==> src/rtl/adder_sched_pkg.sv <==
// adder_sched_pkg: shared constants, tag type and round-robin pick for adder scheduling
package adder_sched_pkg;
  localparam int WIDTH_DEF = 64;
  localparam int NREQ_DEF = 4;
  localparam int LAT_DEF = 2;
  localparam int NREQ_MAX = 16;
  localparam int IDW_MAX = 4;
  localparam int PW = IDW_MAX + 1;
  typedef struct packed {
    logic vld;
    logic [IDW_MAX-1:0] id;
  } tag_t;
  function automatic logic [IDW_MAX:0] rr_pick(input logic [NREQ_MAX-1:0] req,
                                               input logic [IDW_MAX-1:0] ptr, input int n);
    logic [IDW_MAX:0] r;
    logic [IDW_MAX:0] j;
    r = '0;
    // walk downward so the candidate closest to ptr is written last and wins
    for (int k = NREQ_MAX - 1; k >= 0; k--) begin
      j = {1'b0, ptr} + PW'(k);
      if (j >= PW'(n)) j = j - PW'(n);
      if (k < n && req[j[IDW_MAX-1:0]]) r = {1'b1, j[IDW_MAX-1:0]};
    end
    return r;
  endfunction
endpackage

==> src/rtl/adder_rr_share_ctrl_arbiter.sv <==
// rr_arbiter: combinational round-robin arbiter returning one-hot grant and its index
module rr_arbiter
  import adder_sched_pkg::*;
#(
  parameter int N = 4,
  parameter int IW = $clog2(N)
) (
  input  logic [N-1:0]  req,
  input  logic [IW-1:0] ptr,
  input  logic          en,
  output logic [N-1:0]  gnt,
  output logic [IW-1:0] idx
);
  logic [IDW_MAX:0] pick;
  always_comb begin
    pick = rr_pick(NREQ_MAX'(req), IDW_MAX'(ptr), N);
    idx = IW'(pick[IDW_MAX-1:0]);
    gnt = (en && pick[IDW_MAX]) ? N'(1) << idx : '0;
  end
endmodule

==> src/rtl/adder_rr_share_ctrl.sv <==
// adder_rr_share_ctrl: round-robin sharing of one pipelined adder among NREQ requesters
module adder_rr_share_ctrl
  import adder_sched_pkg::*;
#(
  parameter int WIDTH = WIDTH_DEF,
  parameter int NREQ = NREQ_DEF,
  parameter int LAT = LAT_DEF,
  parameter int IDW = $clog2(NREQ)
) (
  input  logic                      clk,
  input  logic                      rst,
  input  logic                      issue_en,
  input  logic [NREQ-1:0]           req_valid,
  input  logic [NREQ*WIDTH-1:0]     req_a,
  input  logic [NREQ*WIDTH-1:0]     req_b,
  output logic [NREQ-1:0]           req_ready,
  output logic [WIDTH-1:0]          add_a,
  output logic [WIDTH-1:0]          add_b,
  input  logic [WIDTH-1:0]          add_sum,
  input  logic                      add_cout,
  output logic [NREQ-1:0]           resp_valid,
  output logic [WIDTH-1:0]          resp_sum,
  output logic                      resp_cout,
  output logic [$clog2(LAT+2)-1:0]  inflight,
  output logic [31:0]               op_count
);
  localparam int FW = $clog2(LAT + 2);
  logic [NREQ-1:0] gnt;
  logic [IDW-1:0] idx, rr_ptr;
  logic xfer;
  logic [WIDTH-1:0] last_a, last_b;
  tag_t pipe [LAT];
  rr_arbiter #(.N(NREQ), .IW(IDW)) u_arb (
    .req(req_valid),
    .ptr(rr_ptr),
    .en (issue_en & ~rst),
    .gnt(gnt),
    .idx(idx)
  );
  // operands hold their last issued value while idle so the adder does not toggle
  always_comb begin
    req_ready = gnt;
    xfer = |(req_valid & gnt);
    add_a = xfer ? req_a[idx*WIDTH +: WIDTH] : last_a;
    add_b = xfer ? req_b[idx*WIDTH +: WIDTH] : last_b;
  end
  always_ff @(posedge clk) begin
    if (rst) begin
      rr_ptr <= '0;
      last_a <= '0;
      last_b <= '0;
      for (int k = 0; k < LAT; k++) pipe[k] <= '0;
      resp_valid <= '0;
      resp_sum <= '0;
      resp_cout <= 1'b0;
      inflight <= '0;
      op_count <= '0;
    end else begin
      if (xfer) begin
        rr_ptr <= (idx == IDW'(NREQ - 1)) ? '0 : idx + 1'b1;
        last_a <= add_a;
        last_b <= add_b;
      end
      pipe[0] <= {xfer, IDW_MAX'(idx)};
      for (int k = 1; k < LAT; k++) pipe[k] <= pipe[k-1];
      resp_valid <= pipe[LAT-1].vld ? NREQ'(1) << pipe[LAT-1].id : '0;
      if (pipe[LAT-1].vld) begin
        resp_sum <= add_sum;
        resp_cout <= add_cout;
      end
      inflight <= inflight + FW'(xfer) - FW'(|resp_valid);
      if (xfer && op_count != '1) op_count <= op_count + 1'b1;
    end
  end
endmodule
==> config.mk <==
export PLATFORM = sky130hd
export DESIGN_NAME = adder_rr_share_ctrl
export DESIGN_NICKNAME = d
export VERILOG_FILES = /design/src/rtl/adder_sched_pkg.sv /design/src/rtl/adder_rr_share_ctrl_arbiter.sv /design/src/rtl/adder_rr_share_ctrl.sv
export SDC_FILE = /design/constraint.sdc
export NUM_CORES = 1
export LEC_CHECK = 0
export CORE_AREA = 3 3 322 324
export CTS_CLUSTER_SIZE = 14
export DETAILED_ROUTE_END_ITERATION = 6
export DIE_AREA = 0 0 325 327
export GPL_TIMING_DRIVEN = 0
export PLACE_DENSITY = 0.37
export SYNTH_ARGS = -nofsm -noshare
export SYNTH_HDL_FRONTEND = slang
export SYNTH_SLANG_ARGS = --single-unit
==> constraint.sdc <==
create_clock -name clk -period 10.5 [get_ports clk]
set_clock_uncertainty 0.2 [all_clocks]
set_input_delay 2.1 -clock clk [delete_from_list [all_inputs] [get_ports clk]]
set_output_delay 2.1 -clock clk [all_outputs]
set_load 0.02 [all_outputs]
# Yosys cells after proc, flatten, opt, wreduce, memory -nomap -nowiden
# Memories as Yosys holds them, arrays and structs flattened.
# Index checks and enable logic that the tools add are counted.
# Widths: inputs -> output; s select.
totals:
  regBits: 233
  ram_bits: 10
  input_bits: 584
  output_inout_bits: 235
  word_cells: 70
  n_memories: 1
classes:
  add_sub_neg: 11
  magnitude_cmp: 8
  eq_ne: 2
  shift: 4
  n_mux: 25
  bitwise: 6
  reduce_logical: 5
mem_list:
  columns: ["name", "words", "word_bits", "read_ports", "rd_ports_with_merged_regs", "wr", "line_no", "source"]
  rows:
  - ["pipe", 2, 5, 2, 0, 2, "adder_rr_share_ctrl.sv:32", "tag_t pipe [LAT];"]
op_table:
  columns: ["cell", "count"]
  rows:
  - ["$shiftx 256x9->64", 2]
  - ["$mux 64", 2]
  - ["$add 32x1->32 const B", 1]
  - ["$ne 32x32->1 const B", 1]
  - ["$mux 5", 6]
  - ["$lt 4x5->1 const B", 4]
  - ["$mux 4", 5]
  - ["$bmux 1 s4", 4]
  - ["$ge 5x3->1 const B", 3]
  - ["$sub 4x3->4 const B", 3]
  - ["$reduce_or 4->1", 2]
  - ["$mux 1", 7]
  - ["$add 2x2->3 const B", 2]
  - ["$and 4x4->4", 1]
  - ["$shl 1x2->4 const A", 1]
  - ["$shl 1x4->4 const A", 1]
  - ["$sub 2x3->4 const B", 1]
  - ["$add 2x1->3 const B", 1]
  - ["$ge 2x3->1 const B", 1]
  - ["$add 2x1->2", 1]
  - ["$add 2x1->2 const B", 1]
  - ["$eq 2x2->1 const B", 1]
  - ["$logic_and 1x1->1", 2]
  - ["$mux 2", 1]
  - ["other kinds (5)", 7]

# Longest topological paths before layout
depth:
  ltp_word: 15
  ltp_mapped: 21
  ltp_nobuf: 18

# Modules after synthesis
# Synthesis repeated with hierarchy kept, for this count alone.
hier_totals:
  hier_cells: 1330
  area_unflattened_um2: 12714.7
modules_own_cells:
  columns: ["module", "n_inst", "cells_per_inst", "area_each_um2", "seq_area_each_um2"]
  rows:
  - ["adder_rr_share_ctrl", 1, 1289, 12351.8, 4784.6]
  - ["rr_arbiter", 1, 41, 362.8, 0.0]

# Worst setup path before layout
# No wires, ideal clock.
synth_path:
  path_kind: "input-to-output"
  start: "input port req_valid[3]"
  end: "output port add_b[10]"
  t_arrival_ns: 4.885
  t_required_ns: 8.200
  slack_ns: 3.315
  cell_stages: 15
  path_buffers: 4
  cell_sequence: "mux2_2 > nand2_1 > a32oi_1 > a221o_1 > nand2_1 > buf_2 > buf_2 > inv_1 > ha_1 > a21boi_1 > nand2_1 > o21ai_4 > buf_2 > buf_1 > a211o_1"
synth_via:
  elab_chain_cells: 11
  word_cells_on_any_way: 19
  cone_classes: "2 x shift; 14 x mux; 1 x bitwise; 2 x reduce/logical"
synth_lines:
  columns: ["item", "line_no", "source"]
  rows:
  - ["start: declaration", "adder_rr_share_ctrl.sv:13", "input logic [NREQ-1:0] req_valid,"]
  - ["parallel branches: the longest is 10 deep, another holds $shiftx 256x9->64", null, null]
  - ["$mux 64 (*)", "adder_rr_share_ctrl.sv:45", "add_b = xfer ? req_b[idx*WIDTH +: WIDTH] : last_b;"]
  - ["end: declaration", "adder_rr_share_ctrl.sv:18", "output logic [WIDTH-1:0] add_b,"]
# Mark *: on every way between the ends. The select of a mux whose other input is x is not followed.

# Worst setup path in the final report
layout_path:
  start: "input port req_valid[3]"
  end: "output port add_a[2]"
layout_via:
  elab_chain_cells: 11
  word_cells_on_any_way: 19
  cone_classes: "2 x shift; 14 x mux; 1 x bitwise; 2 x reduce/logical"
layout_lines:
  columns: ["item", "line_no", "source"]
  rows:
  - ["parallel branches: the longest is 10 deep, another holds $shiftx 256x9->64", null, null]
  - ["$mux 64 (*)", "adder_rr_share_ctrl.sv:44", "add_a = xfer ? req_a[idx*WIDTH +: WIDTH] : last_a;"]
  - ["end: declaration", "adder_rr_share_ctrl.sv:17", "output logic [WIDTH-1:0] add_a,"]
# Marked as above.

==> run_results.csv <==
group,metric,value,unit
drt,wl,83800,um
outcome,status,"finished clean",
drt,post_drt_wl_per_cell,22.4,um
sta,fin_crit_sh,94.9,%
setup_path,worstPathCellList,"clkdlybuf4s50_1 > mux2_2 > nand2_1 > a32oi_1 > a221o_1 > nand2_2 > buf_2 > buf_2 > inv_1 > ha_1 > a21boi_1 > nand2_1 > o21ai_4 > clkbuf_2 > buf_2 > a211o_1 > clkdlybuf4s50_1",
global_route,met3_usage,5.08,%
place,placed_cells,3668,
drt,num_vias,15200,
sta,hold_viol_final,0,
place,gp_congestion,0.950,
sta,worst_slew_pin_slew,1.18,ns
drt,drt_pass1_iterations,4,
global_route,met2_usage,27.4,%
setup_path,cp-startpoint,"req_valid[3]",
setup_path,crit_fanout,11,
synth,async_flop_share,0,%
worst_hold_path,hp-start,"pipe[0][1]",
final_layout,layout_common_cells,"clkdlybuf4s50_1, nor2_1, mux2i_1, a211o_1, dfxtp_1",
cts,numCtsBuffers,35,
setup_path,crit_type,"in -> out",
cts,cts_sinks,239,
global_route,grt_max_degree,11,
sta,maxSlewHeadroom,21.1,%
floorplanning,die_x,325,um
global_route,grt-ovfl-total,0,
worst_hold_path,hold_path_class,"reg -> reg",
final_layout,area_delta_synth_final,82.0,%
setup_path,crit_slowest_cell,"clkdlybuf4s50_1",
synth,synth.avg_cell_area,9.07,um^2
synth,syn_area,0.0134,mm^2
place,dp_hpwl,69900,um
place,numPortBuffers,818,
floorplanning,initial_core_util,13.2,%
cts,cts_root_buffer,"clkbuf_16",
final_layout,final_cells,3742,
cts,holdBufCountCts,0,
final_layout,final_util,24.1,%
global_route,grt_util_all_layers,15.0,%
floorplanning,dieArea,0.106,mm^2
cts,clkSlewWorstSetupHoldPaths,0.05,ns
cts,max-clock-path-buffers,3,
synth,synth_seq_cells,239,
cts,clk_latency,0.53,ns
synth,synth_nets,2074,
power,peakVddDrop,115,uV
drt,drt-vias-per-instance,4.05,
run,drv_cap,0,
global_route,globalRoute.busiestLayer,"met2",
sta,fin_crit,9.97,ns
synth,synth_edf_count,0,
setup_path,path_common_cell,"buf_2",
floorplanning,num_rows,117,
place,pre_cts_ws,-0.455,ns
setup_path,critPathLaunchType,"primary input",
global_route,grtUsageMet1,16.7,%
sta,setup_violations,0,
setup_path,end_kind,"primary output",
synth,yosysWarnings,0,
setup_path,arrival,7.67,ns
floorplanning,die_h,327,um
drt,drt-initial-drc-count,691,
synth,yosysUniqueCellTypes,55,
global_route,grt_antenna_before_repair,29,
setup_path,r2r_start,"rr_ptr[0]",
floorplanning,core-area,0.101,mm^2
final_layout,nets,2929,
setup_path,crit_buf_inv,7,
final_layout,mostFrequentLayoutCell,"clkdlybuf4s50_1",
setup_path,crit_family,"buffers and inverters",
drt,drcViolationCount,0,
setup_path,critPathRequiredTime,8.20,ns
final_layout,drive_gt1_share,5.76,%
cts,cts_tree,"built",
sta,drv_slew,0,
cts,htree_levels,2,
power,power.density,273,mW/mm^2
synth,syn_inst,1482,
synth,yosysSeqAreaShare,35.6,%
sta,max_freq,0.100,GHz
sta,fin_ws,0.530,ns
synth,synth_ff_type,"dfxtp_1",
sta,rsz0062_at_grt,"true",
drt,final_antenna_net_count,0,
setup_path,slowest_delay,0.67,ns
power,leakage,11.4,nW
floorplanning,ios,819,
global_route,grt_pass1_vias,15900,
global_route,grt_pass1_wl,116000,um
final_layout,nFillCells,11100,
## cells by family after synthesis
group | after synthesis | share of synthesized area (%)
buf+inv | 123 | 4.28
compound gates | 336 | 20.4
fa+ha+maj | 8 | 0.745
simple gates | 443 | 14.1
xor+xnor | 5 | 0.326
mux | 328 | 24.6
flops | 239 | 35.6
## per-layer routing
| metal | up-vias | part of all wire [%] |
|---|---|---|
| met5 | - | 0.11 |
| met1 | 7258 | 39 |
| met4 | 14 | 2.4 |
| met2 | 612 | 51 |
| li1 | 7191 | - |
| met3 | 87 | 7.9 |
## registers in the layout, summed over array words and instances, names as in the netlist
name,count
last_b,64
op_count,32
inflight,2
pipe,6
last_a,64
rr_ptr,2
resp_valid,4
resp_cout,1
resp_sum,64
## layout make-up
class | count | area (um^2) | area share (%)
well taps | 1368 | 1710 | 7.00
plain buffers | 112 | 541 | 2.21
flip-flops and latches | 239 | 4780 | 19.6
multi-input cells | 1120 | 8080 | 33.0
repair buffers | 818 | 8190 | 33.5
clock buffers | 49 | 948 | 3.88
diodes | 14 | 35.0 | 0.143
clock inverters | 11 | 123 | 0.502
inverters | 11 | 41.3 | 0.169
## where the power goes
group / internal, mW / leakage [nW] / switching (mW)
combinational: 1.92 / 8.96 / 2.33
sequential: 1.16 / 1.95 / 0.130
clock: 0.680 / 0.522 / 0.465
## worst paths after layout
path         slack (ns)         end  cells after the start
max reg2reg        4.98  last_a[16]                     18
min                0.24  pipe[0][6]                      1
max                0.53    add_a[2]                     17
min reg2reg        0.24  pipe[0][6]                      1
## cells in the mapped netlist (all sizes together), types with 4 or more instances
master | instances | area, um^2
xor2 | 4 | 35.0
inv | 11 | 41.3
mux2i | 324 | 3240
a21oi | 27 | 135
dfxtp | 239 | 4780
nor3 | 4 | 20.0
ha | 8 | 100
nand2 | 16 | 60.1
or4 | 7 | 52.6
o21ai | 25 | 140
nor2b | 8 | 50.1
or3 | 18 | 113
and3 | 8 | 50.1
nand3 | 17 | 85.1
clkbuf | 36 | 135
o31ai | 8 | 60.1
nor2 | 340 | 1280
buf | 76 | 399
nand4 | 10 | 62.6
a211o | 256 | 2240
## worst reg2reg max path, delay by kind of cell, from the launching register on
| kind | cells | cell delay [ns] |
|---|---|---|
| compound gates | 5 | 1.13 |
| fa+ha+maj | 2 | 0.64 |
| flops | 1 | 0.38 |
| buf+inv | 8 | 2.40 |
| simple gates | 3 | 0.71 |
## stage by stage
| step | power [mW] | hold WS, ns | TNS [ns] | area, um^2 |
|---|---|---|---|---|
| global placement | 5.60 | 0.226 | -15.09 | 23300 |
| detailed placement | 5.64 | 0.229 | -15.26 | 23300 |
| finish | 6.68 | 0.236 | 0 | 24400 |
| CTS | 6.85 | 0.243 | 0 | 24400 |
| floorplan | 3.78 | 0.214 | 0 | 13400 |
| global route | 7.12 | 0.267 | -0.00238 | 24400 |
## what timing repair did
action | 4_1_cts | 5_1_grt
buffers inserted | 0 | 0
setup endpoints to repair | 73 | 6
resized for setup | 4 | 2
(Power assumes the default switching activity.)
